[src/rtl/sound_square_v2_if.sv]
// Control and sample bus of the square-wave channel.
// master: register file / sequencer side; slave: the channel itself.
interface sound_square_v2_if #(
  parameter int DIV_W = 11,
  parameter int LEN_W = 6,
  parameter int VOL_W = 4
);
  logic             freq_tick_en;
  logic             len_tick_en;
  logic             env_tick_en;
  logic             sweep_tick_en;
  logic             trigger;
  logic             length_load;
  logic [LEN_W-1:0] length;
  logic             length_en;
  logic [1:0]       wave_duty;
  logic [DIV_W-1:0] frequency;
  logic [2:0]       sweep_period;
  logic             sweep_decreasing;
  logic [2:0]       sweep_shift;
  logic [VOL_W-1:0] initial_volume;
  logic             env_increasing;
  logic [2:0]       env_period;
  logic [VOL_W-1:0] level;
  logic             enable;
  logic [DIV_W-1:0] freq_cur;

  modport master (
    output freq_tick_en, len_tick_en, env_tick_en, sweep_tick_en, trigger,
           length_load, length, length_en, wave_duty, frequency, sweep_period,
           sweep_decreasing, sweep_shift, initial_volume, env_increasing, env_period,
    input  level, enable, freq_cur
  );

  modport slave (
    input  freq_tick_en, len_tick_en, env_tick_en, sweep_tick_en, trigger,
           length_load, length, length_en, wave_duty, frequency, sweep_period,
           sweep_decreasing, sweep_shift, initial_volume, env_increasing, env_period,
    output level, enable, freq_cur
  );
endinterface

[src/rtl/sound_square_v2.sv]
// Square-wave channel (CH1/CH2 class) clocked only by the CPU clock.
// Frame-sequencer strobes drive the period timer, length counter, envelope
// and the optional frequency sweep with shadow register and overflow kill.
module sound_square_v2 #(
  parameter int DIV_W     = 11,
  parameter int LEN_W     = 6,
  parameter int VOL_W     = 4,
  parameter bit HAS_SWEEP = 1'b1
) (
  input logic               clk,
  input logic               rst_n,
  sound_square_v2_if.slave  bus
);

  localparam logic [DIV_W-1:0] FREQ_MAX  = {DIV_W{1'b1}};
  localparam logic [DIV_W-1:0] DIV_ONE   = {{(DIV_W-1){1'b0}}, 1'b1};
  localparam logic [LEN_W:0]   LEN_FULL  = {1'b1, {LEN_W{1'b0}}};
  localparam logic [LEN_W:0]   LEN_ONE   = {{LEN_W{1'b0}}, 1'b1};
  localparam logic [VOL_W-1:0] VOL_MAX   = {VOL_W{1'b1}};
  localparam logic [VOL_W-1:0] VOL_ONE   = {{(VOL_W-1){1'b0}}, 1'b1};

  // Waveform bit for the given duty setting at step position pos (1 = high).
  function automatic logic duty_bit(input logic [1:0] duty, input logic [2:0] pos);
    logic [7:0] pat;
    case (duty)
      2'b00:   pat = 8'b0000_0001;
      2'b01:   pat = 8'b1000_0001;
      2'b10:   pat = 8'b1000_0111;
      2'b11:   pat = 8'b0111_1110;
      default: pat = 8'b0000_0000;
    endcase
    return pat[pos];
  endfunction

  // Next sweep frequency, one bit wider than the register so overflow is visible.
  function automatic logic [DIV_W:0] sweep_new(input logic [DIV_W-1:0] base,
                                               input logic dec, input logic [2:0] n);
    logic [DIV_W:0] wide;
    logic [DIV_W:0] delta;
    wide  = {1'b0, base};
    delta = wide >> n;
    if (dec) begin
      return wide - delta;
    end else begin
      return wide + delta;
    end
  endfunction

  logic [DIV_W-1:0] timer_r;
  logic [2:0]       duty_pos_r;
  logic [VOL_W-1:0] vol_r;
  logic [2:0]       env_timer_r;
  logic [LEN_W:0]   len_cnt_r;
  logic             enable_r;
  logic [DIV_W-1:0] shadow_r;
  logic [DIV_W-1:0] freq_cur_r;
  logic [3:0]       sweep_timer_r;
  logic             sweep_on_r;
  logic [VOL_W-1:0] level_r;

  logic             dac_on_s;
  logic [DIV_W-1:0] reload_freq_s;
  logic [LEN_W:0]   len_load_val_s;
  logic [3:0]       sweep_reload_s;
  logic             trig_ovf_s;
  logic [DIV_W:0]   tick_calc_s;
  logic             tick_ovf_s;
  logic             tick_check_ovf_s;

  // Decode of DAC power, reload values and both sweep overflow checks.
  always_comb begin
    dac_on_s         = (bus.initial_volume != {VOL_W{1'b0}}) | bus.env_increasing;
    reload_freq_s    = HAS_SWEEP ? freq_cur_r : bus.frequency;
    len_load_val_s   = LEN_FULL - {1'b0, bus.length};
    sweep_reload_s   = (bus.sweep_period != 3'd0) ? {1'b0, bus.sweep_period} : 4'd8;
    trig_ovf_s       = (sweep_new(bus.frequency, bus.sweep_decreasing, bus.sweep_shift)
                        > {1'b0, FREQ_MAX});
    tick_calc_s      = sweep_new(shadow_r, bus.sweep_decreasing, bus.sweep_shift);
    tick_ovf_s       = tick_calc_s[DIV_W];
    tick_check_ovf_s = (sweep_new(tick_calc_s[DIV_W-1:0], bus.sweep_decreasing, bus.sweep_shift)
                        > {1'b0, FREQ_MAX});
  end

  // Channel state: trigger restart, period timer, length, envelope and sweep.
  always_ff @(posedge clk or negedge rst_n) begin
    if (!rst_n) begin
      timer_r       <= {DIV_W{1'b0}};
      duty_pos_r    <= 3'd0;
      vol_r         <= {VOL_W{1'b0}};
      env_timer_r   <= 3'd0;
      len_cnt_r     <= {(LEN_W+1){1'b0}};
      enable_r      <= 1'b0;
      shadow_r      <= {DIV_W{1'b0}};
      freq_cur_r    <= {DIV_W{1'b0}};
      sweep_timer_r <= 4'd0;
      sweep_on_r    <= 1'b0;
    end else begin
      if (bus.trigger) begin
        // Restart; all strobes in this cycle are dropped.
        enable_r    <= dac_on_s;
        timer_r     <= ~bus.frequency;
        vol_r       <= bus.initial_volume;
        env_timer_r <= bus.env_period;
        if (bus.length_load) begin
          len_cnt_r <= len_load_val_s;
        end else if (len_cnt_r == {(LEN_W+1){1'b0}}) begin
          len_cnt_r <= LEN_FULL;
        end
        if (HAS_SWEEP) begin
          shadow_r      <= bus.frequency;
          freq_cur_r    <= bus.frequency;
          sweep_timer_r <= sweep_reload_s;
          sweep_on_r    <= (bus.sweep_period != 3'd0) | (bus.sweep_shift != 3'd0);
          if ((bus.sweep_shift != 3'd0) && trig_ovf_s) begin
            enable_r <= 1'b0;
          end
        end
      end else begin
        // Period timer: a new frequency only lands at the next reload.
        if (bus.freq_tick_en) begin
          if (timer_r == {DIV_W{1'b0}}) begin
            timer_r    <= ~reload_freq_s;
            duty_pos_r <= duty_pos_r + 3'd1;
          end else begin
            timer_r <= timer_r - DIV_ONE;
          end
        end
        // Length counter: an explicit load beats the length strobe.
        if (bus.length_load) begin
          len_cnt_r <= len_load_val_s;
        end else if (bus.len_tick_en && bus.length_en && (len_cnt_r != {(LEN_W+1){1'b0}})) begin
          len_cnt_r <= len_cnt_r - LEN_ONE;
          if (len_cnt_r == LEN_ONE) begin
            enable_r <= 1'b0;
          end
        end
        // Envelope: saturating volume step each time its timer expires.
        if (bus.env_tick_en && (bus.env_period != 3'd0)) begin
          if (env_timer_r <= 3'd1) begin
            env_timer_r <= bus.env_period;
            if (bus.env_increasing) begin
              if (vol_r != VOL_MAX) begin
                vol_r <= vol_r + VOL_ONE;
              end
            end else if (vol_r != {VOL_W{1'b0}}) begin
              vol_r <= vol_r - VOL_ONE;
            end
          end else begin
            env_timer_r <= env_timer_r - 3'd1;
          end
        end
        // Sweep: recompute from the shadow, write back, then re-check ahead.
        if (HAS_SWEEP && bus.sweep_tick_en && enable_r) begin
          if (sweep_timer_r <= 4'd1) begin
            sweep_timer_r <= sweep_reload_s;
            if (sweep_on_r && (bus.sweep_period != 3'd0)) begin
              if (tick_ovf_s) begin
                enable_r <= 1'b0;
              end else if (bus.sweep_shift != 3'd0) begin
                shadow_r   <= tick_calc_s[DIV_W-1:0];
                freq_cur_r <= tick_calc_s[DIV_W-1:0];
                if (tick_check_ovf_s) begin
                  enable_r <= 1'b0;
                end
              end
            end
          end else begin
            sweep_timer_r <= sweep_timer_r - 4'd1;
          end
        end
      end
      // Without a sweep unit the readback simply mirrors the register.
      if (!HAS_SWEEP) begin
        freq_cur_r <= bus.frequency;
      end
      // A powered-down DAC holds the channel off regardless of anything above.
      if (!dac_on_s) begin
        enable_r <= 1'b0;
      end
    end
  end

  // Output sample, one clock behind duty position, volume and enable.
  always_ff @(posedge clk or negedge rst_n) begin
    if (!rst_n) begin
      level_r <= {VOL_W{1'b0}};
    end else if (enable_r && duty_bit(bus.wave_duty, duty_pos_r)) begin
      level_r <= vol_r;
    end else begin
      level_r <= {VOL_W{1'b0}};
    end
  end

  assign bus.level    = level_r;
  assign bus.enable   = enable_r;
  assign bus.freq_cur = freq_cur_r;

endmodule
[src/flat_wrapper.sv]
// flat-port wrapper written by rule: the top's interface ports become plain ports
module sound_square_v2_flat 
#(
  parameter int DIV_W     = 11,
  parameter int LEN_W     = 6,
  parameter int VOL_W     = 4,
  parameter bit HAS_SWEEP = 1'b1
)
  (clk, rst_n, bus_freq_tick_en, bus_len_tick_en, bus_env_tick_en, bus_sweep_tick_en, bus_trigger, bus_length_load, bus_length, bus_length_en, bus_wave_duty, bus_frequency, bus_sweep_period, bus_sweep_decreasing, bus_sweep_shift, bus_initial_volume, bus_env_increasing, bus_env_period, bus_level, bus_enable, bus_freq_cur);
  sound_square_v2_if #(.DIV_W(DIV_W), .LEN_W(LEN_W), .VOL_W(VOL_W)) bus_i ();
  input logic clk;
  input logic rst_n;
  input wire logic [$bits(bus_i.freq_tick_en)-1:0] bus_freq_tick_en;
  input wire logic [$bits(bus_i.len_tick_en)-1:0] bus_len_tick_en;
  input wire logic [$bits(bus_i.env_tick_en)-1:0] bus_env_tick_en;
  input wire logic [$bits(bus_i.sweep_tick_en)-1:0] bus_sweep_tick_en;
  input wire logic [$bits(bus_i.trigger)-1:0] bus_trigger;
  input wire logic [$bits(bus_i.length_load)-1:0] bus_length_load;
  input wire logic [$bits(bus_i.length)-1:0] bus_length;
  input wire logic [$bits(bus_i.length_en)-1:0] bus_length_en;
  input wire logic [$bits(bus_i.wave_duty)-1:0] bus_wave_duty;
  input wire logic [$bits(bus_i.frequency)-1:0] bus_frequency;
  input wire logic [$bits(bus_i.sweep_period)-1:0] bus_sweep_period;
  input wire logic [$bits(bus_i.sweep_decreasing)-1:0] bus_sweep_decreasing;
  input wire logic [$bits(bus_i.sweep_shift)-1:0] bus_sweep_shift;
  input wire logic [$bits(bus_i.initial_volume)-1:0] bus_initial_volume;
  input wire logic [$bits(bus_i.env_increasing)-1:0] bus_env_increasing;
  input wire logic [$bits(bus_i.env_period)-1:0] bus_env_period;
  output wire logic [$bits(bus_i.level)-1:0] bus_level;
  output wire logic [$bits(bus_i.enable)-1:0] bus_enable;
  output wire logic [$bits(bus_i.freq_cur)-1:0] bus_freq_cur;
  assign bus_i.freq_tick_en = bus_freq_tick_en;
  assign bus_i.len_tick_en = bus_len_tick_en;
  assign bus_i.env_tick_en = bus_env_tick_en;
  assign bus_i.sweep_tick_en = bus_sweep_tick_en;
  assign bus_i.trigger = bus_trigger;
  assign bus_i.length_load = bus_length_load;
  assign bus_i.length = bus_length;
  assign bus_i.length_en = bus_length_en;
  assign bus_i.wave_duty = bus_wave_duty;
  assign bus_i.frequency = bus_frequency;
  assign bus_i.sweep_period = bus_sweep_period;
  assign bus_i.sweep_decreasing = bus_sweep_decreasing;
  assign bus_i.sweep_shift = bus_sweep_shift;
  assign bus_i.initial_volume = bus_initial_volume;
  assign bus_i.env_increasing = bus_env_increasing;
  assign bus_i.env_period = bus_env_period;
  assign bus_level = bus_i.level;
  assign bus_enable = bus_i.enable;
  assign bus_freq_cur = bus_i.freq_cur;
  sound_square_v2 #(.DIV_W(DIV_W), .LEN_W(LEN_W), .VOL_W(VOL_W), .HAS_SWEEP(HAS_SWEEP)) u_core (.clk(clk), .rst_n(rst_n), .bus(bus_i));
endmodule
[config.mk]
export PLATFORM = sky130hd
export DESIGN_NAME = sound_square_v2_flat
export DESIGN_NICKNAME = d
export VERILOG_FILES = /design/src/rtl/sound_square_v2_if.sv /design/src/rtl/sound_square_v2.sv /design/src/flat_wrapper.sv
export SDC_FILE = /design/constraint.sdc
export NUM_CORES = 1
export LEC_CHECK = 0
export ABC_AREA = 1
export BUFFER_PORTS_ARGS = -buffer_cell sky130_fd_sc_hd__buf_2
export CAP_MARGIN = 30
export CORE_MARGIN = 1.5
export CORE_UTILIZATION = 40
export DETAILED_ROUTE_END_ITERATION = 8
export SYNTH_ARGS = -nofsm -noshare
export SYNTH_HDL_FRONTEND = slang
export SYNTH_SLANG_ARGS = --single-unit
export TNS_END_PERCENT = 50
[constraint.sdc]
create_clock -name clk -period 5.52 [get_ports clk]
set_input_delay 0.276 -clock clk [delete_from_list [all_inputs] [get_ports clk]]
set_output_delay 0.276 -clock clk [all_outputs]
set_load 0.05 [all_outputs]
# Yosys cells after proc, flatten, opt, wreduce, memory -nomap -nowiden
# Index checks and enable logic that the tools add are counted.
# totals
reg_bits	49
word_cells	120
# classes
n_addsub	14
order_cmp	5
n_eq_ne	8
shifts	3
n_mux	46
bitwise	5
n_reduce_logical	29
# ops
cell	n
two-way mux 11 bit	9
two-way mux 4 bit	11
adder 11 x 12 -> 12 bit	3
two-way mux 12 bit	3
>> shifter 11 x 3 -> 12 bit	3
subtractor 11 x 12 -> 12 bit	3
two-way mux 7 bit	5
one-hot mux 8 bit (4 select lines)	1
> comparator 12 x 11 -> 1 bit, second input constant	2
inverter 11 bit	2
nonzero test 3 bit	5
nonzero test 2 bit	7
two-way mux 1 bit	13
zero test 11 bit	1
subtractor 11 x 1 -> 11 bit, second input constant	1
two-way mux 3 bit	3
nonzero test 4 bit	2
subtractor 4 x 1 -> 4 bit, second input constant	2
== test 7 x 1 -> 1 bit, second input constant	1
logical AND 1 bit	7
zero test 7 bit	1
nonzero test 7 bit	1
subtractor 7 x 1 -> 7 bit, second input constant	1
subtractor 7 x 6 -> 7 bit, first input constant	1
other kinds (20)	22

# Depth between registers and ports, before layout
# Gate-level depths: netlist of run 1.
# logic_depth
ltp_word	15
mapped_depth	44

# Worst setup path before layout of run 1
# OpenSTA, ideal clock, no wires.
# synth_path
kind	reg-to-reg
startpoint	register u_core.shadow_r[2]
endpoint	register u_core.enable_r (netlist: u_core.bus.enable)
arrival_time_ns	4.929
t_required_ns	5.386
setup_slack_ns	0.457
path_stages_with_launch	36
period_less_slack_ns	5.063
path_cell_list	dfrtp_1 -> inv_1 -> nand2_1 -> o21ai_1 -> o211ai_1 -> nand2_1 -> ha_1 -> or2_2 -> o21ai_0 -> inv_1 -> fa_1 -> inv_1 -> nand3_1 -> nand3_1 -> nand2_1 -> nand2_1 -> nand2_1 -> nand3_1 -> nand3_1 -> nand3_1 -> o21a_1 -> ha_1 -> nand3_2 -> nand2_2 -> o21ai_0 -> xor2_1 -> ha_1 -> a21oi_1 -> o21ai_0 -> o2111a_1 -> nand3_2 -> nand2_1 -> nand2_1 -> nand3_1 -> nand2_1 -> a21oi_1
# synth_between
elab_chain_len	15
word_cells_on_any_way	17
# synth_lines
element	line_no	text
start: declaration	sound_square_v2.sv:55	logic [DIV_W-1:0] shadow_r;
start signal: assignment	sound_square_v2.sv:93	shadow_r <= {DIV_W{1'b0}};
start signal: assignment	sound_square_v2.sv:110	shadow_r <= bus.frequency;
start signal: assignment	sound_square_v2.sv:160	shadow_r <= tick_calc_s[DIV_W-1:0];
>> shifter 11 x 3 -> 12 bit	sound_square_v2.sv:41	delta = wide >> n;
adder 11 x 12 -> 12 bit / subtractor 11 x 12 -> 12 bit (equally long branches)	sound_square_v2.sv:45, sound_square_v2.sv:43	
two-way mux 12 bit (*)	sound_square_v2.sv:42	if (dec) begin
>> shifter 11 x 3 -> 12 bit	sound_square_v2.sv:41	
adder 11 x 12 -> 12 bit / subtractor 11 x 12 -> 12 bit (equally long branches)	sound_square_v2.sv:45, sound_square_v2.sv:43	
two-way mux 12 bit	sound_square_v2.sv:42	
> comparator 12 x 11 -> 1 bit	sound_square_v2.sv:81	> {1'b0, FREQ_MAX});
two-way mux 1 bit	sound_square_v2.sv:162	if (tick_check_ovf_s) begin
two-way mux 1 bit	sound_square_v2.sv:159	end else if (bus.sweep_shift != 3'd0) begin
two-way mux 1 bit (*)	sound_square_v2.sv:157	if (tick_ovf_s) begin
two-way mux 1 bit (*)	sound_square_v2.sv:156	if (sweep_on_r && (bus.sweep_period != 3'd0)) begin
two-way mux 1 bit (*)	sound_square_v2.sv:154	if (sweep_timer_r <= 4'd1) begin
two-way mux 1 bit (*)	sound_square_v2.sv:153	if (HAS_SWEEP && bus.sweep_tick_en && enable_r) begin
two-way mux 1 bit (*)	sound_square_v2.sv:98	if (bus.trigger) begin
two-way mux 1 bit (*)	sound_square_v2.sv:177	if (!dac_on_s) begin
end signal: assignment	sound_square_v2.sv:100	enable_r <= dac_on_s;
end: declaration	sound_square_v2.sv:54	logic enable_r;
# Mark *: on every way between the ends. The rest lies on a longest branch, timed or not.
# A chain may end at the register's enable or synchronous reset.

# Worst setup path in the final report of run 1
# layout_path
startpoint	register u_core.shadow_r[5]
endpoint	register u_core.enable_r (netlist: u_core.bus.enable)
# Same word-level chain as after synthesis.

==> impl_metrics.yaml, run 1 <==
pwr:
  power_density_mw_per_mm2: 282
  leakagePower_nw: 3.54
  vdd_drop_max_mv: 0.145
setup_path:
  r2r-end: "u_core.bus.enable"
  r2r.worst_path.cells: 39
  critPathLaunchType: "register"
  r2r-start: "u_core.shadow_r[5]"
  crit_path_frequent_cell: "nand2_1"
  r2r_slack_ns: 0.44
  worstSetupPathType: "reg2reg"
  critical_path.max_fanout: 6
  arrival_ns: 5.25
  cp-end-kind: "register"
  max_stage_delay_ns: 0.46
  worstPathRequired_ns: 5.69
  crit_path_top_delay_cell: "dfrtp_2"
synth:
  ys_ff_latch: 49
  synth-compound-area-share: 0.185
  synth_area_per_cell_um2: 6.54
  synth_cell_types: 56
  synth_cells: 930
  synth_xor_area_frac: 0.0662
  seq_area_frac_synth: 0.202
  synth_fa_ha_area_frac: 0.116
  synthSimpleGateAreaFrac: 0.319
  synth.area.top_cells: "dfrtp_1, nand2_1, ha_1"
  synth_largest_area_cell: "dfrtp_1"
  synth_top_family_by_area: "simple AND/OR/NAND/NOR gates"
  yosysWarnings: 0
  muxShareOfSynthArea: 0.00514
  synth_fp_nets: 1028
  synth.top_cell.area_share: 0.202
  synth_area_mm2: 0.00608
final_layout:
  fin_cells: 1173
  nets: 1086
  layout_commonest_cell: "nand2_1"
  seqCellArea_mm2: 0.00123
  diodes: 0
  fillers: 1567
  areaGrowthSynthToFinish_pct: 12.2
  drive_gt1_frac: 0.165
  final_cell_mix: "nand2_1, inv_1, nand3_1, o21ai_0, nor2_1"
  multi_input_area_mm2: 0.00428
floorplan:
  start_util: 0.414
  floorplan.rows: 44
  die_y_um: 126
  die_w_um: 126
  core-area_mm2: 0.0147
  die-area_mm2: 0.0160
  io_pins: 59
clock_tree:
  clk-insertion-delay-late_ns: 0.30
  clockRootBuffer: "clkbuf_16"
  cts_buffers: 5
  clk_pin_slew_ns: 0.07
  cts_sinks: 49
  htree_levels: 2
  cts_max_path_buffers: 2
  ctsHoldBuffers: 0
  cts_tree: "yes"
timing:
  fmax_mhz: 197
  tightest_slew_ns: 0.763
  setup_viol: 0
  slew_headroom: 0.489
  finalHoldViolations: 0
  grt_setup_unrepaired: "no"
  final.min_clock_period_ns: 5.08
  setup_tns_ns: 0
  slew_viol_final: 0
  finalCritPeriodShare: 0.920
  skew_ns: 0.00950
detailed_routing:
  ant_nets: 0
  drcViolationCount: 0
  drt_pass1_iterations: 5
  via_count: 6243
  routedWlPerCell_um: 14.8
  drt-total-wl_um: 17400
  drtIter0Drc: 443
  viasPerCell: 5.32
outcome:
  outcome: "complete, no violations"
grt:
  grt_pass1_vias: 5648
  track_usage: 0.218
  grt_pass1_wl_um: 28200
  antenna_found_initial: 0
  grt_overflow: 0
  grt_max_degree: 50
placement:
  io_buffers: 58
  hpwlAfterDp_um: 13900
  place.gp.congestion: 0.890
  placed_cells: 1161
run:
  drv_cap: 0
worst_hold_path:
  hp-class: "in2async"
==> kinds of logic after synthesis <==
logic type | Yosys count
simple gates | 438
compound gates | 179
buf+inv | 160
fa+ha+maj | 55
flops | 49
xor+xnor | 46
mux | 3
==> cell usage after synthesis (all sizes together) <==
cell type  number
o21ai          89
a21boi          1
nor3           11
buf            15
clkbuf         11
nand3b          3
a22oi           2
a211oi          2
inv           131
nor2           72
o21a            1
fa              2
o31ai           4
o2111a          1
a31oi           3
dfrtp          49
xnor2          14
a221oi          2
mux2            1
nand3          82
o211ai         22
o22ai           6
or2             2
o41ai           1
nand4          10
xor2           32
and2            1
a21o            1
mux2i           2
nand2         256
o21bai          3
ha             53
a41oi           1
a21oi          32
nor4            1
o221ai          8
clkinv          3
==> where the power goes <==
part	total, mW	internal, mW	switching [mW]
logic	1.14	0.413	0.723
registers	0.479	0.419	0.0593
clock network	0.309	0.169	0.141
total	1.92	1.00	0.923
==> how the worst max path moves through the flow <==
stage / startpoint / endpoint / slack [ns] / cells after the start
2_1_floorplan: u_core.shadow_r[2] / u_core.bus.enable / 0.46 / 35
3_5_place_dp: bus_sweep_shift[0] / u_core.bus.enable / 0.04 / 39
3_3_place_gp: bus_sweep_shift[0] / u_core.bus.enable / 0.03 / 38
5_1_grt: u_core.shadow_r[6] / u_core.bus.enable / 0.01 / 40
6_report: u_core.shadow_r[5] / u_core.bus.enable / 0.44 / 39
4_1_cts: u_core.shadow_r[8] / u_core.bus.enable / 0.27 / 37
==> cell type report <==
| class | instances | area share |
|---|---|---|
| clock buffers | 7 | 0.0194 |
| clock inverters | 1 | 0.00110 |
| inverters | 134 | 0.0745 |
| multi-input cells | 721 | 0.627 |
| flip-flops and latches | 49 | 0.180 |
| well taps | 184 | 0.0337 |
| repair buffers | 77 | 0.0640 |
==> through the flow <==
| step | instance area (um^2) | power (mW) | utilization | setup slack, ns | hold WS [ns] |
|---|---|---|---|---|---|
| after floorplan | 6080 | 1.29 | - | 0.457 | -0.0196 |
| after global placement | 6570 | 1.58 | 0.447 | 0.0327 | 0.432 |
| final | 6820 | 1.92 | 0.464 | 0.440 | 0.0781 |
| after global routing | 6820 | 2.10 | 0.464 | 0.0101 | 0.163 |
| after CTS | 6710 | 1.90 | 0.456 | 0.275 | 0.116 |
| after detailed placement | 6570 | 1.58 | 0.447 | 0.0382 | 0.438 |
==> flip-flops by register name, summed over array words and instances, names as in the netlist <==
signal                cells
u_core.sweep_on_r         1
u_core.timer_r           11
u_core.vol_r              4
u_core.bus.enable         1
u_core.env_timer_r        3
u_core.bus.level          4
u_core.duty_pos_r         3
u_core.len_cnt_r          7
u_core.sweep_timer_r      4
u_core.shadow_r          11
==> per-layer routing <==
layer,GRT usage,wire (um),vias up
li1,-,-,3190
met1,0.304,8470,2884
met2,0.365,7880,152
met3,0.0266,760,17
met4,0.0419,246,0
met5,0,0,-
==> repair_timing <==
action | 4_1_cts | 5_1_grt
gates resized for setup | 0 | 24
setup endpoints to repair | 0 | 1
buffers inserted | 0 | 4
==> critical path, delay by kind of cell (launching register included) <==
family	cells	cell delay (ns)
compound gates	8	1.00
fa+ha+maj	4	1.09
flops	1	0.46
buf+inv	5	0.34
xor+xnor	1	0.16
simple gates	21	1.87
(Power assumes the default switching activity.)
==> run 2: changes to the inputs <==
CTS_BUF_LIST = sky130_fd_sc_hd__clkbuf_4   (was unset)
==> run 2 against run 1 <==
  * Hold slack gained 0.074 ns
  * Critical endpoint unchanged
  * Clock power shrank 39%
  * Utilization is essentially flat
  * Largest cell class unchanged
  * Clock-buffer cell count is the same
  * Non-clock buffer count grew 5
  * Wire length shrank 0.13%
  * Worst setup slack gained 0.045 ns
  * Via count grew 0.45%
==> impl_metrics.yaml, run 2 (synthesized netlist as in run 1, its figures left out) <==
placement:
  place.gp.congestion: 0.890
  hpwlAfterDp_um: 13900
  dpl_cell_area_mm2: 0.00657
  io_buffers: 58
detailed_routing:
  routedWlPerCell_um: 14.7
  viasPerCell: 5.32
  drt_pass1_iterations: 5
  ant_nets: 0
  drtIter0Drc: 392
  drcViolationCount: 0
  drt-total-wl_um: 17300
  via_count: 6271
clock_tree:
  htree_levels: 2
  cts_tree: "yes"
  clk_pin_slew_ns: 0.16
  clockRootBuffer: "clkbuf_4"
  cts_sinks: 49
  cts_buffers: 5
  clk-insertion-delay-late_ns: 0.40
  cts_max_path_buffers: 2
setup_path:
  r2r-start: "u_core.shadow_r[6]"
  arrival_ns: 5.31
  worstSetupPathType: "reg2reg"
  critical_path.max_fanout: 6
  worstPathRequired_ns: 5.79
  crit_path_top_delay_cell: "dfrtp_2"
  crit_path_frequent_cell: "nand2_1"
  cp-end-kind: "register"
  max_stage_delay_ns: 0.48
  cp-startpoint: "u_core.shadow_r[6]"
  critPathLaunchType: "register"
floorplan:
  core-area_mm2: 0.0147
  io_pins: 59
  die-area_mm2: 0.0160
  die_y_um: 126
  floorplan.rows: 44
  start_util: 0.414
  die_w_um: 126
worst_hold_path:
  hp-class: "in2reg"
  hold_path_startpoint: "bus_env_period[0]"
grt:
  grt_pass1_wl_um: 28100
  grt_pass1_vias: 5636
  antenna_found_initial: 0
  grt_max_degree: 50
  grt_overflow: 0
  track_usage: 0.217
final_layout:
  nets: 1091
  top_regs: "u_core.shadow_r x11, u_core.timer_r x11, u_core.len_cnt_r x7"
  drive_gt1_frac: 0.180
  areaGrowthSynthToFinish_pct: 12.2
  layout_commonest_cell: "nand2_1"
  diodes: 0
  stdcell_area_mm2: 0.00682
  final_cell_mix: "nand2_1, inv_1, nand3_1, o21ai_0, nor2_1"
pwr:
  leakagePower_nw: 3.53
  finalPower_mw: 1.82
  vdd_drop_max_mv: 0.116
  power_density_mw_per_mm2: 266
timing:
  slew_headroom: 0.494
  finalHoldViolations: 0
  setup_tns_ns: 0
  skew_ns: 0.0243
  hold_ws_ns: 0.152
  tightest_slew_ns: 0.756
  final.min_clock_period_ns: 5.04
  finalCritPeriodShare: 0.912
  fmax_mhz: 199
  setup_viol: 0
  slew_viol_final: 0
outcome:
  outcome: "complete, no violations"
run:
  drv_cap: 0
==> run 2: cell types whose count changed in the layout (fill, tap and decap cells not counted), moves of 2 or more <==
cell | previous run | this run
nand2_2 | 12 | 15
clkbuf_1 | 2 | 0
nor2_1 | 63 | 61
buf_4 | 18 | 23
clkbuf_16 | 5 | 0
o21ai_2 | 9 | 11
o21ai_1 | 14 | 12
clkbuf_4 | 0 | 7
nand2_1 | 241 | 237
nor2_2 | 7 | 9
==> run 2: cell type report <==
type	instances	area, um^2
fill	1590	7880
multi-input combinational	721	4320
sequential	49	1230
inverter	134	508
timing repair buffer	82	473
tap	184	230
clock buffer	7	52.6
clock inverter	1	7.51
==> run 2: report_power, final <==
| group | internal [mW] | leakage (nW) | switching, mW |
|---|---|---|---|
| clock network | 0.0603 | 0.0324 | 0.128 |
| logic | 0.422 | 2.91 | 0.731 |
| registers | 0.419 | 0.589 | 0.0579 |
| total | 0.900 | 3.53 | 0.917 |
==> run 2: timing repair <==
item / CTS / global route
hold endpoints to repair: 27 / 0
buffers inserted: 0 / 8
hold buffers: 1 / 0
endpoints found under the setup margin: 0 / 1
gates resized for setup: 0 / 35
==> run 2: per-stage QoR <==
stage | cells | util | setup WS (ns)
after detailed placement | 1161 | 0.447 | 0.0382
after CTS | 1170 | 0.452 | 0.254
after floorplan | 930 | - | 0.457
after global routing | 1178 | 0.464 | -0.0338
final | 1178 | 0.464 | 0.485
after global placement | 1161 | 0.447 | 0.0327
==> run 2: worst max-delay path: cells and delay by family (launching register included) <==
family	cells	cell delay, ns
buffers and inverters	4	0.25
AOI/OAI and AO/OA	8	0.91
xor gates and xnor gates	2	0.30
adders and majority gates	3	0.78
and+or+nand+nor	23	2.18
DFF	1	0.48
==> run 2: path summary, 6_finish.rpt <==
kind,to,slack [ns],depth (start not counted)
worst max-delay path,u_core.bus.enable,0.48,40
worst min-delay path,u_core.env_timer_r[0],0.15,3
worst max register to register,u_core.bus.enable,0.48,40
worst min register to register,u_core.sweep_on_r,0.51,2
max in group asynchronous,u_core.len_cnt_r[0],4.56,3
min in group asynchronous,u_core.shadow_r[0],0.49,3
==> run 2: routing by layer <==
| metal | wire [um] | global-route usage |
|---|---|---|
| met5 | 0 | 0 |
| met4 | 294 | 0.0399 |
| met3 | 763 | 0.0253 |
| met2 | 7810 | 0.362 |
| met1 | 8460 | 0.306 |
==> run 3: changes to the inputs <==
CORE_MARGIN = unset   (was 1.5)
CORE_UTILIZATION = 60   (was 40)
PLACE_DENSITY = 0.81   (was unset)
==> run 3 against run 2 <==
  * Wire length down 4.7%
  * Die area down 34%
  * Design area down 2.2%
  * Fmax shrank 4.0%
  * Combinational power about the same
  * Non-clock buffer count shrank 5
  * Flip-flop and latch count is the same
  * Critical path depth shrank 4
==> impl_metrics.yaml, run 3 (synthesized netlist as in run 1, its figures left out) <==
clock_tree:
  cts_max_path_buffers: 2
  clockRootBuffer: "clkbuf_4"
  cts_buffers: 5
  clk_pin_slew_ns: 0.18
  cts_tree: "yes"
  cts_sinks: 49
  clk-insertion-delay-late_ns: 0.40
  htree_levels: 2
floorplan:
  die_y_um: 103
  floorplan.rows: 36
  core-area_mm2: 0.00982
  start_util: 0.619
  die-area_mm2: 0.0105
  io_pins: 59
  die_w_um: 103
final_layout:
  final_cell_mix: "nand2_1, inv_1, nand3_1, o21ai_0, nor2_1"
  top_regs: "u_core.shadow_r x11, u_core.timer_r x11, u_core.len_cnt_r x7"
  diodes: 0
  drive_gt1_frac: 0.170
  stdcell_area_mm2: 0.00667
  nets: 1086
  layout_commonest_cell: "nand2_1"
  areaGrowthSynthToFinish_pct: 9.69
  fillers: 957
run:
  drv_cap: 0
detailed_routing:
  routedWlPerCell_um: 14.7
  drt-total-wl_um: 16500
  ant_nets: 0
  drcViolationCount: 0
  drt_pass1_iterations: 7
  drtIter0Drc: 422
  via_count: 6390
  viasPerCell: 5.70
grt:
  antenna_found_initial: 0
  grt_overflow: 0
  grt_max_degree: 50
  track_usage: 0.319
  grt_pass1_vias: 5727
  grt_pass1_wl_um: 26400
setup_path:
  crit_path_top_delay_cell: "dfrtp_2"
  critical_path.max_fanout: 6
  cp-end-kind: "register"
  critPathLaunchType: "register"
  crit_path_frequent_cell: "nand2_1"
  worstSetupPathType: "reg2reg"
  r2r_slack_ns: 0.28
  worstPathRequired_ns: 5.82
  max_stage_delay_ns: 0.51
  arrival_ns: 5.55
timing:
  finalHoldViolations: 0
  setup_viol: 0
  slew_headroom: 0.533
  final.min_clock_period_ns: 5.24
  fmax_mhz: 191
  tightest_slew_ns: 0.700
  skew_ns: 0.0230
  finalCritPeriodShare: 0.950
  slew_viol_final: 0
pwr:
  power_density_mw_per_mm2: 268
  leakagePower_nw: 3.50
  vdd_drop_max_mv: 0.167
  finalPower_mw: 1.79
placement:
  io_buffers: 58
  hpwlAfterDp_um: 13100
  place.gp.congestion: 1.01
  dpl_cell_area_mm2: 0.00648
worst_hold_path:
  hp-class: "in2reg"
outcome:
  outcome: "complete, no violations"
## run 3: changes by cell type in the layout (fill, tap and decap cells not counted), moves of 2 or more
cell      change
nand2_1       +3
clkbuf_4      -2
nand2_4       -2
xor2_2        -2
xor2_1        +2
buf_4         -5
## run 3: final cells by class
| type | count | area, um^2 | area share |
|---|---|---|---|
| Clock buffer | 5 | 37.5 | 0.00563 |
| Clock inverter | 3 | 28.8 | 0.00431 |
| Timing Repair Buffer | 77 | 435 | 0.0653 |
| Tap cell | 133 | 166 | 0.0249 |
| Inverter | 134 | 508 | 0.0761 |
| Sequential cell | 49 | 1230 | 0.184 |
| Multi-Input combinational cell | 721 | 4270 | 0.639 |
## run 3: report_power, final
group | internal, mW | total, mW | switching [mW]
Combinational | 0.402 | 1.12 | 0.717
Clock | 0.0556 | 0.190 | 0.134
Sequential | 0.418 | 0.479 | 0.0610
## run 3: worst paths after layout
| kind | start | to | cells after the start |
|---|---|---|---|
| setup / recovery | u_core.shadow_r[7] | u_core.bus.enable | 36 |
| hold / removal | bus_frequency[8] | u_core.timer_r[8] | 2 |
| setup reg to reg | u_core.shadow_r[7] | u_core.bus.enable | 36 |
| hold reg to reg | u_core.sweep_on_r | u_core.sweep_on_r | 2 |
| max in group asynchronous | rst_n | u_core.shadow_r[5] | 3 |
| min in group asynchronous | rst_n | u_core.duty_pos_r[0] | 3 |
## run 3: what timing repair did
action,4_1_cts,5_1_grt
setup buffers,0,6
hold buffers,1,0
gates resized for setup,0,24
endpoints found under the setup margin,0,1
endpoints found under the hold margin,30,0
## run 3: worst max-delay path: cells and delay by family, from the launching register on
family	cells	cell delay (ns)
AOI/OAI and AO/OA	6	1.11
and+or+nand+nor	23	2.29
buffers and inverters	3	0.23
xor gates and xnor gates	2	0.33
adders and majority gates	2	0.69
DFF	1	0.51
## run 3: per-layer routing
layer  vias to the layer above  GRT usage  wire length (um)  share of wire
li1                       3192          -                 -              -
met5                         -          0                 0              0
met4                         0     0.0912               456          0.028
met2                       251      0.533              7510           0.45
met1                      2911      0.429              7440           0.45
met3                        36     0.0461              1110          0.067
## run 3: through the flow
step | utilization | TNS [ns] | setup WS [ns] | std cells | hold WS, ns
2_1_floorplan | - | 0 | 0.457 | 930 | -0.0196
3_3_place_gp | 0.660 | 0 | 0.239 | 1107 | 0.420
3_5_place_dp | 0.660 | 0 | 0.117 | 1107 | 0.419
4_1_cts | 0.668 | 0 | 0.244 | 1116 | 0.139
5_1_grt | 0.679 | -0.106 | -0.106 | 1122 | 0.112
6_report | 0.679 | 0 | 0.276 | 1122 | 0.140
